<file path="config.mk">
export PLATFORM = sky130hd
export DESIGN_NAME = param_stack
export DESIGN_NICKNAME = d
export VERILOG_FILES = /design/src/rtl/stack_pkg.sv /design/src/rtl/stack_ram.sv /design/src/rtl/param_stack.sv
export SDC_FILE = /design/constraint.sdc
export NUM_CORES = 2
export LEC_CHECK = 0
export ABC_AREA = 1
export CORE_UTILIZATION = 45
export CTS_CLUSTER_SIZE = 10
export DETAILED_ROUTE_END_ITERATION = 10
export SETUP_SLACK_MARGIN = 0.15
export SYNTH_ARGS = -nofsm -noshare
export SYNTH_HDL_FRONTEND = slang
export SYNTH_HIERARCHICAL = 1
export SYNTH_SLANG_ARGS = --single-unit
export TNS_END_PERCENT = 5
</file>
<file path="constraint.sdc">
create_clock -name clock -period 6.45 [get_ports clock]
set_input_delay 1.29 -clock clock [delete_from_list [all_inputs] [get_ports clock]]
set_output_delay 1.29 -clock clock [all_outputs]
set_load 0.03 [all_outputs]
</file>
<file path="src/rtl/stack_pkg.sv">
// Shared types and helpers for the parametrised LIFO stack.
package stack_pkg;

  // Encoded directly as {push, pop}.
  typedef enum logic [1:0] {
    OP_NONE    = 2'b00,
    OP_POP     = 2'b01,
    OP_PUSH    = 2'b10,
    OP_REPLACE = 2'b11
  } op_t;

  // The count register must hold 0..depth inclusive.
  function automatic int count_width(input int depth);
    return $clog2(depth + 1);
  endfunction

endpackage

</file>
<file path="src/rtl/stack_ram.sv">
// Storage array: one synchronous write port, one asynchronous read port.
module stack_ram #(
  parameter int WIDTH = 16,
  parameter int DEPTH = 128,
  parameter int AW    = $clog2(DEPTH)
) (
  input  logic             clock,
  input  logic             we,
  input  logic [AW-1:0]    waddr,
  input  logic [WIDTH-1:0] wdata,
  input  logic [AW-1:0]    raddr,
  output logic [WIDTH-1:0] rdata
);

  logic [WIDTH-1:0] mem [DEPTH];

  always_ff @(posedge clock) begin
    if (we) mem[waddr] <= wdata;
  end

  assign rdata = mem[raddr];

endmodule

</file>
<file path="src/rtl/param_stack.sv">
// LIFO stack with replace-top, registered pop data, sticky error flags and flush.
module param_stack
  import stack_pkg::*;
#(
  parameter int WIDTH = 16,
  parameter int DEPTH = 128,
  parameter int CW    = count_width(DEPTH)
) (
  input  logic             clock,
  input  logic             reset,
  input  logic [WIDTH-1:0] d_in,
  input  logic             push,
  input  logic             pop,
  input  logic             flush,
  input  logic             clear_err,
  output logic [WIDTH-1:0] d_out,
  output logic             d_valid,
  output logic [WIDTH-1:0] top,
  output logic [CW-1:0]    count,
  output logic             empty,
  output logic             full,
  output logic             overflow,
  output logic             underflow
);

  localparam int AW = $clog2(DEPTH);

  logic [CW-1:0]    count_q;
  logic [AW-1:0]    top_addr;
  logic [AW-1:0]    waddr;
  logic [WIDTH-1:0] rdata;
  logic             we;
  op_t              op;

  assign op       = op_t'({push, pop});
  assign empty    = (count_q == '0);
  assign full     = (count_q == CW'(DEPTH));
  assign count    = count_q;
  assign top_addr = AW'(count_q - CW'(1));
  // Stale memory is never exposed: reads are gated by count.
  assign top      = empty ? '0 : rdata;

  // Write port decode; reset and flush discard the cycle's requests.
  always_comb begin
    we    = 1'b0;
    waddr = AW'(count_q);
    if (!reset && !flush) begin
      unique case (op)
        OP_PUSH: we = !full;
        OP_REPLACE: begin
          we    = 1'b1;
          waddr = empty ? AW'(count_q) : top_addr;
        end
        default: we = 1'b0;
      endcase
    end
  end

  stack_ram #(
    .WIDTH (WIDTH),
    .DEPTH (DEPTH),
    .AW    (AW)
  ) u_ram (
    .clock (clock),
    .we    (we),
    .waddr (waddr),
    .wdata (d_in),
    .raddr (top_addr),
    .rdata (rdata)
  );

  always_ff @(posedge clock) begin
    if (reset) begin
      count_q   <= '0;
      d_out     <= '0;
      d_valid   <= 1'b0;
      overflow  <= 1'b0;
      underflow <= 1'b0;
    end else begin
      d_valid <= 1'b0;
      // A new error in the same cycle overrides clear_err below.
      if (clear_err) begin
        overflow  <= 1'b0;
        underflow <= 1'b0;
      end
      if (flush) begin
        count_q <= '0;
      end else begin
        unique case (op)
          OP_PUSH: begin
            if (full) overflow <= 1'b1;
            else      count_q  <= count_q + CW'(1);
          end
          OP_POP: begin
            if (empty) begin
              underflow <= 1'b1;
            end else begin
              d_out   <= rdata;
              d_valid <= 1'b1;
              count_q <= count_q - CW'(1);
            end
          end
          OP_REPLACE: begin
            if (empty) begin
              underflow <= 1'b1;
              count_q   <= CW'(1);
            end else begin
              d_out   <= rdata;
              d_valid <= 1'b1;
            end
          end
          default: ;
        endcase
      end
    end
  end

endmodule

</file>
[After elaboration in Yosys (flattened, before gate mapping)]
Memories as Yosys holds them, arrays and structs flattened.
Index checks and enable logic that the tools add are counted.
Word-level totals
  memories: 1
  bits in registers: 27
  RAM bits: 2048
  output and inout bits: 45
Cells by class
  equality and inequality tests: 7
  bitwise operators: 3
  muxes and demuxes: 21
  add/sub/neg operators: 2
  reductions and logical operators: 11
Memory list
  u_ram.mem: depth 128, width 16, read ports 1, clocked after memory_dff 0, wr ports 1, RTL line stack_ram.sv:15  | logic [WIDTH-1:0] mem [DEPTH];
Operators with widths (count)
  2-to-1 mux 8 bit: 3
  case mux 8 bit (3 select lines): 1
  2-to-1 mux 7 bit: 3
  2-to-1 mux 16 bit: 1
  2-to-1 mux 1 bit: 12
  adder 8 x 1 -> 8 bit (second input constant): 1
  == test 8 bit (second input constant): 1
  zero test 8 bit: 1
  subtractor 8 x 1 -> 8 bit (second input constant): 1
  inequality test 2 bit (second input constant): 3
  == test 2 bit (second input constant): 2
  AND reduction 4 bit: 1
  OR reduction 2 bit: 2
  zero test 1 bit: 3
  inverter 1 bit: 3
  AND reduction 3 bit: 1
  nonzero test 3 bit: 1
  OR reduction 3 bit: 1
  == test 2 x 1 -> 1 bit (second input constant): 1
  case mux 1 bit (2 select lines): 1
  logical AND 1 bit: 1

[Logic depth before layout (Yosys ltp)]
  depth after elaboration: 6
  depth in mapped cells: 18
  depth with buffers taken out: 15

[Modules after synthesis]
Netlist, hierarchy kept.
Modules (own cells, without submodules)
  stack_ram: sequential area each 61499.0 µm², instances 1, cells each 6777, area each 82507.9 µm²
  param_stack: sequential area each 540.5 µm², instances 1, cells each 307, area each 1810.5 µm²

[Least setup slack after synthesis]
Ideal clock, no wire load.
  path type: flip-flop to output port
  start: register count_q[0] (netlist: count[0])
  end: output top[8]
  arrival time: 2865 ps
  data required time: 5160 ps
  setup slack: 2295 ps
  path buffers: 3
  cell stages (with the launch flop): 17
  cells stage by stage: dfxtp_1 inv_1 ha_1 xnor2_1 inv_1 buf_2 inv_1 buf_2 clkbuf_1 nand3_1 nand3_1 nand3_1 nand3_1 nand3_1 nand2_1 inv_1 nor2_1
On the way
  word-level cells in the longest chain between the ends: 3
  elaborated cells on any way between the ends: 4
  classes of those cells: 1 x add/sub; 1 x mux; 1 x reduce/logical; 1 x memory
Ends and longest elaborated chain
  from (decl): RTL line param_stack.sv:28  | logic [CW-1:0] count_q;
  from (signal assigned): RTL line param_stack.sv:92  | else count_q <= count_q + CW'(1);
  from (signal assigned): RTL line param_stack.sv:100  | count_q <= count_q - CW'(1);
  subtractor 8 x 1 -> 8 bit
  net top_addr[0]: RTL line param_stack.sv:29  | logic [AW-1:0] top_addr;
  memory read (128 x 16 bit)
  net rdata[8]: RTL line param_stack.sv:31  | logic [WIDTH-1:0] rdata;
  2-to-1 mux 16 bit: RTL line param_stack.sv:41  | assign top = empty ? '0 : rdata;
  to (decl): RTL line param_stack.sv:18  | output logic [WIDTH-1:0] top,
The timed path passes the listed nets, and every way through them passes these cells.

[Worst setup path after layout]
  start: register count_q[0] (netlist: count[0])
  end: output top[6]
Same word-level chain as after synthesis.

==> flow_metrics.py <==
metrics = {
    "sta": {
        "skew_ns": 0.0532,
        "final.period_utilization_pct": 95.5,
        "fin_crit_ns": 6.16,
        "rsz0062_at_grt": "true",
        "fmax_mhz": 162,
        "finalHoldViolCount": 0,
        "maxSlewHeadroom_pct": 16.5,
        "tightest_slew_ns": 1.25,
        "setup_tns_ns": 0,
        "final_max_slew_viol_count": 0,
        "setup_viol": 0,
    },
    "pwr": {
        "p_clk_share_pct": 36.2,
        "powerDensity_nw_per_um2": 333,
        "ir_worst_vdd_mv": 0.229,
        "power.total_w": 0.0313,
        "p_switching_w": 0.00878,
        "seqPwrFrac_pct": 47.5,
        "p_comb_share_pct": 16.3,
        "swShare_pct": 28.0,
        "p_int_w": 0.0226,
        "p_leak_nw": 32.8,
    },
    "setup_path": {
        "r2r-start": "count[0]$_SDFFE_PP0P_",
        "setup.worst_path.start": "count[0]$_SDFFE_PP0P_",
        "cp_slowest_cell": "dfxtp_1",
        "worstSetupPathType": "flip-flop to output port",
        "worstRegToRegCells": 11,
        "r2r_setup_slack_ns": 1.49,
        "cp_cell_sequence": "inv_8 -> ha_1 -> inv_8 -> inv_8 -> buf_12 -> buf_4 -> nand3_1 -> nand3_1 -> nand3_1 -> nand3_1 -> nand3_1 -> nand3_1 -> nand2_1 -> inv_1 -> nor2_1 -> buf_4",
        "arrival_ns": 4.87,
        "cp-start-kind": "flip-flop",
        "critical-path-max-stage-delay_ns": 0.49,
        "rr_endpoint": "u_ram/mem[95][10]$_DFFE_PP_",
        "cp_max_fo": 63,
        "cp-end-kind": "output port",
        "cp_data_required_time_ns": 5.16,
        "critPathMostFrequentCell": "nand3_1",
        "cp-endpoint": "top[6]",
    },
    "job": {
        "drv_cap": 0,
    },
    "detailed_routing": {
        "drtIter0Drc": 6505,
        "drc": 0,
        "drtPass1Iterations": 6,
        "routed_wl_mm": 239,
        "avgViaCountPerCell": 5.74,
        "wl_per_cell_um": 24.6,
        "drtAntennaViolNets": 0,
        "vias": 55800,
    },
    "clock_tree": {
        "cts_buffer_depth": 3,
        "clkLatencyLatePin_ns": 0.86,
        "cts.reportedPaths.clkPinSlew_ns": 0.06,
        "cts_buffers": 229,
        "cts_max_level": 4,
        "cts_root_buf": "clkbuf_16",
        "clock-sinks": 2075,
        "cts-hold-fix-buffers": 0,
        "cts_tree": "built",
    },
    "global_routing": {
        "grt_pass1_vias": 52100,
        "antenna_found_initial": 6,
        "track_usage_pct": 24.9,
        "grt_max_degree": 173,
        "grt_pass1_wl_mm": 353,
        "grt.overflow.total": 0,
    },
    "synth": {
        "synth_cell_types": 28,
        "synth-main-ff-cell": "edfxtp_1",
        "synth.area.top_cells": "edfxtp_1 (73%), nand3_1 (12%), nand2_1 (9.7%)",
        "syn_area_per_cell_um2": 11.9,
        "synthesis.area_um2": 84300,
        "yosysTopAreaCell": "edfxtp_1",
        "synth-seq-area-share_pct": 73.6,
        "synth_top_area_share_pct": 72.9,
        "syn_nets": 7109,
        "yosysWarnings": 6,
        "ys_ff_latch": 2075,
        "synth_cells": 7084,
        "async_reset_ff_share_pct": 0,
        "synth-edff-count": 2048,
    },
    "run_status": {
        "status": "finished, final reports clean",
    },
    "cells_and_area": {
        "drive_above_1_share_pct": 7.81,
        "fin_nets": 7193,
        "instances_no_fill": 9715,
        "area_growth_syn_to_layout_pct": 11.6,
        "final_core_util_pct": 50.6,
    },
    "floorplanning": {
        "die_w_um": 435,
        "rows": 158,
        "core_um2": 186000,
        "start_util_pct": 45.4,
        "ios": 67,
        "die_h_um": 435,
        "die-area_um2": 189000,
    },
    "place": {
        "port_buffers": 66,
        "dp_hpwl_mm": 134,
        "dp_cells": 9417,
        "routabilityCongestion": 0.909,
    },
    "min_path": {
        "min_path_type": "flip-flop to flip-flop",
    },
}
==> registers in the layout, summed over array words and instances (netlist names) <==
| signal | cells |
|---|---|
| u_ram/mem | 2048 |
| d_out | 16 |
| count | 8 |
| d_valid | 1 |
| overflow | 1 |
| underflow | 1 |
==> cells by family after synthesis <==
group / after synthesis / share of synthesized area (%)
AND/OR/NAND/NOR: 4437 / 22.9
flip-flops: 2075 / 73.6
adder cells (fa/ha/maj): 3 / 0.0445
AO/OA/AOI/OAI: 28 / 0.171
XOR/XNOR: 2 / 0.0208
buffers and inverters: 539 / 3.31
==> metal layers <==
metal	GRT usage [%]	part of all wire, %	vias to the layer above
met1	36.0	42	27500
li1	-	-	25200
met3	3.83	8.5	403
met5	0	0.0054	-
met2	38.5	46	2595
met4	8.74	3.4	2
==> cell usage in the layout, fill, tap and decap left out, types with 30 or more instances in the layout <==
cell / netlist / routed
nand2_1: 2190 / 2188
edfxtp_1: 2048 / 2048
nand3_1: 2041 / 2041
buf_4: 63 / 252
clkbuf_16: 0 / 235
nor2_1: 182 / 178
inv_1: 65 / 60
clkbuf_1: 83 / 43
clkdlybuf4s50_1: 0 / 34
buf_12: 0 / 30
==> cells in the mapped netlist (2+ instances only) <==
master / instances
nand4_1: 2
buf_4: 63
dfxtp_1: 27
nand2_1: 2190
inv_1: 65
a21oi_1: 17
nor2_1: 182
clkbuf_1: 83
buf_1: 41
edfxtp_1: 2048
nand2_2: 4
inv_2: 6
nor3_1: 8
nor2_2: 3
ha_1: 3
o21ai_0: 9
buf_6: 27
buf_2: 252
nand3_1: 2041
nor2_4: 4
nand2_4: 2
==> final cells by class <==
type | count | area (um^2)
Timing Repair Buffer | 320 | 2880
Clock inverter | 16 | 153
Inverter | 72 | 332
Tap cell | 2480 | 3100
Sequential cell | 2075 | 62000
Clock buffer | 278 | 6040
Antenna cell | 4 | 10.0
Fill cell | 16000 | 91700
Multi-Input combinational cell | 4470 | 19500
==> power by group through the flow <==
| stage | sequential (W) | clock, W | combinational [W] |
|---|---|---|---|
| 2_1_floorplan | 0.0152 | 0 | 0.00282 |
| 3_3_place_gp | 0.0151 | 0 | 0.00502 |
| 3_5_place_dp | 0.0151 | 0 | 0.00504 |
| 4_1_cts | 0.0149 | 0.0115 | 0.00506 |
| 5_1_grt | 0.0149 | 0.0120 | 0.00543 |
| 6_report | 0.0149 | 0.0114 | 0.00512 |
==> metrics by stage <==
stage               hold WS, ns  worst slack, ns  instance area [um^2]
detailed placement        0.456            0.777                 87800
global placement          0.449            0.748                 87800
finish                    0.462            0.287                 94100
global route              0.484           0.0913                 94100
CTS                       0.465            0.167                 94100
floorplan                 0.585             2.30                 84300
==> timing repair <==
action | in CTS | in global routing
endpoints found under the setup margin | 16 | 13
resized for setup | 2 | 5
buffers inserted | 0 | 0
==> how the worst min path moves through the flow <==
stage                           startpoint                      to  cells after the start
global placement    d_out[13]$_SDFFE_PP0P_  d_out[13]$_SDFFE_PP0P_                      2
global route         d_out[7]$_SDFFE_PP0P_   d_out[7]$_SDFFE_PP0P_                      2
finish               d_out[6]$_SDFFE_PP0P_   d_out[6]$_SDFFE_PP0P_                      2
detailed placement   d_out[2]$_SDFFE_PP0P_   d_out[2]$_SDFFE_PP0P_                      2
floorplan            d_out[0]$_SDFFE_PP0P_   d_out[0]$_SDFFE_PP0P_                      2
CTS                  d_out[2]$_SDFFE_PP0P_   d_out[2]$_SDFFE_PP0P_                      2
==> critical path, delay by kind of cell, from the launching register on <==
kind / cells / cell delay [ns]
adder cells (fa/ha/maj): 1 / 0.49
buffers and inverters: 7 / 1.67
flip-flops: 1 / 0.49
AND/OR/NAND/NOR: 8 / 1.20
Note: power is estimated with default switching activity, not from simulation.
